File: config.mk
export PLATFORM = sky130hd
export DESIGN_NAME = uart_cmd_parser
export DESIGN_NICKNAME = d
export VERILOG_FILES = /design/src/rtl/uart_cmd_parser.sv
export SDC_FILE = /design/constraint.sdc
export NUM_CORES = 1
export LEC_CHECK = 0
export ABC_AREA = 1
export BUFFER_PORTS_ARGS = -buffer_cell sky130_fd_sc_hd__buf_4
export CAP_MARGIN = 10
export CORE_ASPECT_RATIO = 1.5
export CORE_UTILIZATION = 52
export DETAILED_ROUTE_END_ITERATION = 10
export PLACE_DENSITY = 0.79
export SYNTH_ARGS = -nofsm -noshare
export SYNTH_HDL_FRONTEND = slang
export SYNTH_SLANG_ARGS = --single-unit
File: constraint.sdc
create_clock -name clk -period 2.7 [get_ports clk]
set_input_delay 0 -clock clk [delete_from_list [all_inputs] [get_ports clk]]
set_output_delay 0 -clock clk [all_outputs]
set_load 0.1 [all_outputs]
File: src/rtl/uart_cmd_parser.sv
// Command-frame parser behind the UART receiver: validates sync/opcode (and checksum when
// UART_CMD_CHK_EN is defined), issues register-bus writes/reads and returns status/data words.
module uart_cmd_parser #(
  parameter int W_DAT = 32,
  parameter int W_ADR = 16,
  parameter int W_ACK = 8
) (
  input  logic             clk,
  input  logic             rst_n,
  input  logic [W_DAT-1:0] rx_dat,
  input  logic             rx_fin,
  input  logic             rx_tot,
  output logic             wr_en,
  output logic             rd_en,
  output logic [W_ADR-1:0] bus_adr,
  output logic [W_DAT-1:0] wr_dat,
  input  logic [W_DAT-1:0] rd_dat,
  input  logic             rd_ack,
  output logic [W_DAT-1:0] tx_dat,
  output logic             tx_vld,
  input  logic             tx_rdy,
  output logic             busy,
  output logic [7:0]       err_cnt
);

  typedef enum logic [2:0] {
    IDLE     = 3'd0,
    GET_DAT  = 3'd1,
    GET_CHK  = 3'd2,
    EXEC     = 3'd3,
    WAIT_ACK = 3'd4,
    RESP_ST  = 3'd5,
    RESP_DAT = 3'd6
  } state_t;

  localparam logic [7:0]       SYNC_RX = 8'hA5;
  localparam logic [7:0]       SYNC_TX = 8'h5A;
  localparam logic [7:0]       OP_WR   = 8'h01;
  localparam logic [7:0]       OP_RD   = 8'h02;
  localparam logic [7:0]       ST_OK   = 8'h00;
  localparam logic [7:0]       ST_OPC  = 8'h02;
  localparam logic [7:0]       ST_TMO  = 8'h05;
  localparam logic [W_ACK-1:0] ACK_MAX = '1;

  state_t             state;
  logic               is_rd;
  logic [7:0]         status;
  logic [W_DAT-1:0]   rd_buf;
  logic [W_ACK-1:0]   ack_cnt;
  logic               fin;
  logic               sync_ok;
  logic               op_wr;
  logic               op_rd;
  logic               drop_evt;
  logic               stat_evt;
`ifdef UART_CMD_CHK_EN
  localparam logic [7:0] ST_CHK = 8'h03;
  logic [W_DAT-1:0]   xor_acc;
`endif

  function automatic logic [W_DAT-1:0] resp_word(input logic [7:0] st, input logic [W_ADR-1:0] adr);
    logic [15:0] a;
    a = 16'h0000;
    a[W_ADR-1:0] = adr;
    return {SYNC_TX, st, a};
  endfunction

  function automatic logic [7:0] sat_add(input logic [7:0] cnt, input logic [1:0] inc);
    logic [8:0] sum;
    sum = {1'b0, cnt} + {7'd0, inc};
    return sum[8] ? 8'hFF : sum[7:0];
  endfunction

  // A timeout pulse always wins over a word-received pulse in the same cycle.
  assign fin     = rx_fin & ~rx_tot;
  assign sync_ok = (rx_dat[31:24] == SYNC_RX);
  assign op_wr   = (rx_dat[23:16] == OP_WR);
  assign op_rd   = (rx_dat[23:16] == OP_RD);

  // Error events: dropped/aborted words and nonzero response statuses.
  always_comb begin
    drop_evt = 1'b0;
    stat_evt = 1'b0;
    case (state)
      IDLE: begin
        drop_evt = fin & ~sync_ok;
        stat_evt = fin & sync_ok & ~op_wr & ~op_rd;
      end
      GET_DAT: drop_evt = rx_tot;
      GET_CHK: begin
        drop_evt = rx_tot;
`ifdef UART_CMD_CHK_EN
        stat_evt = fin & (rx_dat != xor_acc);
`endif
      end
      WAIT_ACK: begin
        drop_evt = fin;
        stat_evt = ~rd_ack & (ack_cnt == ACK_MAX);
      end
      EXEC, RESP_ST, RESP_DAT: drop_evt = fin;
      default: begin
        drop_evt = 1'b0;
        stat_evt = 1'b0;
      end
    endcase
  end

  // Saturating error counter.
  always_ff @(posedge clk) begin
    if (!rst_n) begin
      err_cnt <= 8'h00;
    end else begin
      err_cnt <= sat_add(err_cnt, {1'b0, drop_evt} + {1'b0, stat_evt});
    end
  end

  // Frame FSM with registered bus strobes and response handshake.
  always_ff @(posedge clk) begin
    if (!rst_n) begin
      state   <= IDLE;
      is_rd   <= 1'b0;
      status  <= 8'h00;
      rd_buf  <= '0;
      ack_cnt <= '0;
      wr_en   <= 1'b0;
      rd_en   <= 1'b0;
      bus_adr <= '0;
      wr_dat  <= '0;
      tx_dat  <= '0;
      tx_vld  <= 1'b0;
      busy    <= 1'b0;
`ifdef UART_CMD_CHK_EN
      xor_acc <= '0;
`endif
    end else begin
      wr_en <= 1'b0;
      rd_en <= 1'b0;
      case (state)
        IDLE: begin
          if (fin && sync_ok) begin
            bus_adr <= rx_dat[W_ADR-1:0];
            is_rd   <= op_rd;
            busy    <= 1'b1;
`ifdef UART_CMD_CHK_EN
            xor_acc <= rx_dat;
`endif
            if (op_wr) begin
              state <= GET_DAT;
            end else if (op_rd) begin
`ifdef UART_CMD_CHK_EN
              state <= GET_CHK;
`else
              state <= EXEC;
              rd_en <= 1'b1;
`endif
            end else begin
              status <= ST_OPC;
              tx_dat <= resp_word(ST_OPC, rx_dat[W_ADR-1:0]);
              tx_vld <= 1'b1;
              state  <= RESP_ST;
            end
          end
        end
        GET_DAT: begin
          if (rx_tot) begin
            state <= IDLE;
            busy  <= 1'b0;
          end else if (rx_fin) begin
            wr_dat <= rx_dat;
`ifdef UART_CMD_CHK_EN
            xor_acc <= xor_acc ^ rx_dat;
            state   <= GET_CHK;
`else
            state <= EXEC;
            wr_en <= 1'b1;
`endif
          end
        end
        GET_CHK: begin
`ifdef UART_CMD_CHK_EN
          if (rx_tot) begin
            state <= IDLE;
            busy  <= 1'b0;
          end else if (rx_fin) begin
            if (rx_dat == xor_acc) begin
              state <= EXEC;
              wr_en <= ~is_rd;
              rd_en <= is_rd;
            end else begin
              status <= ST_CHK;
              tx_dat <= resp_word(ST_CHK, bus_adr);
              tx_vld <= 1'b1;
              state  <= RESP_ST;
            end
          end
`else
          state <= IDLE;
          busy  <= 1'b0;
`endif
        end
        EXEC: begin
          ack_cnt <= '0;
          if (is_rd) begin
            state <= WAIT_ACK;
          end else begin
            status <= ST_OK;
            tx_dat <= resp_word(ST_OK, bus_adr);
            tx_vld <= 1'b1;
            state  <= RESP_ST;
          end
        end
        WAIT_ACK: begin
          // An ack arriving on the limit cycle still counts as an ack.
          if (rd_ack) begin
            rd_buf <= rd_dat;
            status <= ST_OK;
            tx_dat <= resp_word(ST_OK, bus_adr);
            tx_vld <= 1'b1;
            state  <= RESP_ST;
          end else if (ack_cnt == ACK_MAX) begin
            status <= ST_TMO;
            tx_dat <= resp_word(ST_TMO, bus_adr);
            tx_vld <= 1'b1;
            state  <= RESP_ST;
          end else begin
            ack_cnt <= ack_cnt + W_ACK'(1);
          end
        end
        RESP_ST: begin
          if (tx_rdy) begin
            if (is_rd && (status == ST_OK)) begin
              tx_dat <= rd_buf;
              state  <= RESP_DAT;
            end else begin
              tx_vld <= 1'b0;
              busy   <= 1'b0;
              state  <= IDLE;
            end
          end
        end
        RESP_DAT: begin
          if (tx_rdy) begin
            tx_vld <= 1'b0;
            busy   <= 1'b0;
            state  <= IDLE;
          end
        end
        default: begin
          tx_vld <= 1'b0;
          busy   <= 1'b0;
          state  <= IDLE;
        end
      endcase
    end
  end

endmodule

==> metrics.txt <==
slowest stage delay, CP 390 ps; Ys Warns 0; # Max-Cap Violations 0; diode count 0; Cells after DPL 1106; VDD IR-drop max 1260 µV; worst path buffer plus inverter count 1; die width 88.7 µm; Hold Path Stages 4; CTS clk-pin slew, worst paths 60 ps; cell family with most CP delay simple AND/OR/NAND/NOR gates; dominant synthesized flop cell dfxtp_1; final setup skew 8.15 ps; power density cells 1160 nW/µm²; drt first-iter violations 314; Final #Nets 1134; Achievable Freq 396 MHz; worst hold path class in -> reg; grt total ovfl 0; Design Power 9.96 mW; Yosys top cell area share 47.1%; post-route minimum period 2530 ps; final period utilization 93.6%; leakage 3.93 nW; hold_ws 69.2 ps; CP startpoint kind flip-flop; Die Height 132 µm; # IOs 162; Endpoint, Worst Hold rd_en; Syn Inst Count 830; register area share after synthesis 47.1%; reg-to-reg endpoint err_cnt[5]; Tot GR Track Use 31.7%; CTS tree done; synthesized flop and latch total 138; ANT nets after route 0; vias in the first global route 6098; # fillers 775; min-delay src rx_tot; first-pass detailed-route iteration total 4; Inserted Clock Buffers 17; share of cells above drive strength 1 21.2%; fin cells 1221; Post-synth ARST share 0%; core area 11000 µm²; Req. time, crit path 3050 ps; placed cell areas 7140 µm²; synth unique cells 31; Clock Latency Late Sink 410 ps; Setup TNS Final 0 ps; Yosys top cell by area dfxtp_1; Worst Reg-to-Reg Cells 13; crit path DAT 2880 ps; final hold vios 0; number of flops mapped to enable cells by yosys 0; Worst Tran Pin Value 626 ps; Die Area 11700 µm²; synth cell count leaders nand2_1, nor2_1, dfxtp_1; Max Root-Sink Buffers 2; largest net degree at the start of global routing 69; H-tree lvl count 4; clock sink total 138; R2R setup slack 170 ps; Mapped Avg Cell Area 7.07 µm²; row count 47; CTS Root Cell clkbuf_16; routed vias 6261; Critical Path End Type flip-flop; syn nets 903; cell area after layout 8620 µm²; Cell Area, Synth 5870 µm²; Final setup violation count 0; hpwl dp 11200 µm; Slowest-stage cell, CP dfxtp_1; final wirelength 18100 µm; Critical R2R Launch ack_cnt[0]; Pins Over Slew Limit 0; drt wl/cell 14.8 µm; status complete, no violations; Worst Path Class, Setup reg -> reg; most used cell, CP nand2_1; top cells by area, synth dfxtp_1, nand2_1, nor2_1; gpl congestion 0.866; CP cell instances ha_1 > nand2_1 > nor2_2 > nand2_1 > o22ai_1 > fa_1 > ha_1 > nand3_1 > nor3b_2 > nand3_2 > o21ai_0 > nand2_1 > inv_1; most numerous cell in the Yosys netlist nand2_1; PortBufs 161; Slew headroom 58.3%; DR vias/cell 5.13; first-pass GRT wire length 28600 µm; DR DRC count 0; Initial Util 53.3%; area growth from synthesis to layout 47.0%; initial antenna violation count 0; CP max FO 6
## logic make-up after synthesis
family | Yosys count | share of synthesized area, %
and+or+nand+nor | 375 | 26.5
adders and majority gates | 3 | 0.768
DFF | 138 | 47.1
xor gates and xnor gates | 5 | 0.747
buffers and inverters | 126 | 9.17
AOI/OAI and AO/OA | 183 | 15.7
## report_power, final
group	internal (mW)	switching (mW)
Sequential	2.45	0.228
Combinational	1.17	3.61
Clock	1.61	0.898
## flip-flops by register name (all words and copies together) (netlist names)
name     flops
rd_buf      32
tx_dat      32
wr_dat      32
bus_adr     16
ack_cnt      8
err_cnt      8
state        3
status       2
busy         1
is_rd        1
rd_en        1
tx_vld       1
wr_en        1
## worst register-to-register path, delay by kind of cell (launching register included)
| kind | cells | cell delay (ps) |
|---|---|---|
| adders and majority gates | 3 | 620 |
| and+or+nand+nor | 7 | 1070 |
| buffers and inverters | 1 | 70 |
| DFF | 1 | 390 |
| AOI/OAI and AO/OA | 2 | 340 |
## area by class of cell
cell class                 instances  area [µm²]  area share [%]
tap                              147         184            2.13
timing repair buffer             254        2130            24.8
sequential                       138        2770            32.1
clock buffer                      20         457            5.30
clock inverter                    12         188            2.18
inverter                          84         315            3.66
multi-input combinational        566        2580            29.9
## cell usage in the layout (no fill, tap or decap), types with 3 or more instances in the layout
cell and count:
nand3_4 3, clkbuf_16 17, nand2_1 162, nand2_2 4, buf_4 171, nor2_2 5
dlygate4sd3_1 81, o21ai_0 94, a21oi_1 86, xor2_1 4, inv_1 78, clkinv_4 4
nor3_1 8, nand4_1 3, inv_2 5, bufinv_16 4, nor2_1 150, nand3_1 33
dfxtp_1 136
## repair_timing
item | 4_1_cts | 5_1_grt
gates resized for setup | 0 | 5
buffers inserted | 0 | 2
endpoints found under the setup margin | 0 | 8
endpoints found under the hold margin | 95 | 0
hold buffers | 81 | 0
## per-layer routing
layer  track usage (%)  part of all wire, %  up-vias
li1                  -                    -     3104
met5                 0                    0        -
met2              58.2                   54      216
met1              32.7                   37     2883
met3              6.95                  4.8       58
met4              15.3                  4.0        0
## stage by stage
stage | utilization, % | worst slack [ps]
finish | 78.4 | 172
floorplan | - | 226
CTS | 78.1 | 27.2
global placement | 64.9 | 150
detailed placement | 64.9 | 39.7
global route | 78.4 | -43.4
## worst max-delay path by stage
stage / slack (ps) / cells after the start / start / end
after floorplan: 230 / 14 / state[1] / err_cnt[0]
after global placement: 150 / 16 / state[0] / err_cnt[5]
after detailed placement: 40 / 16 / state[0] / err_cnt[5]
after CTS: 30 / 15 / state[0] / err_cnt[5]
after global routing: -40 / 13 / ack_cnt[0] / err_cnt[5]
final: 170 / 13 / ack_cnt[0] / err_cnt[5]
(Power assumes the default switching activity.)
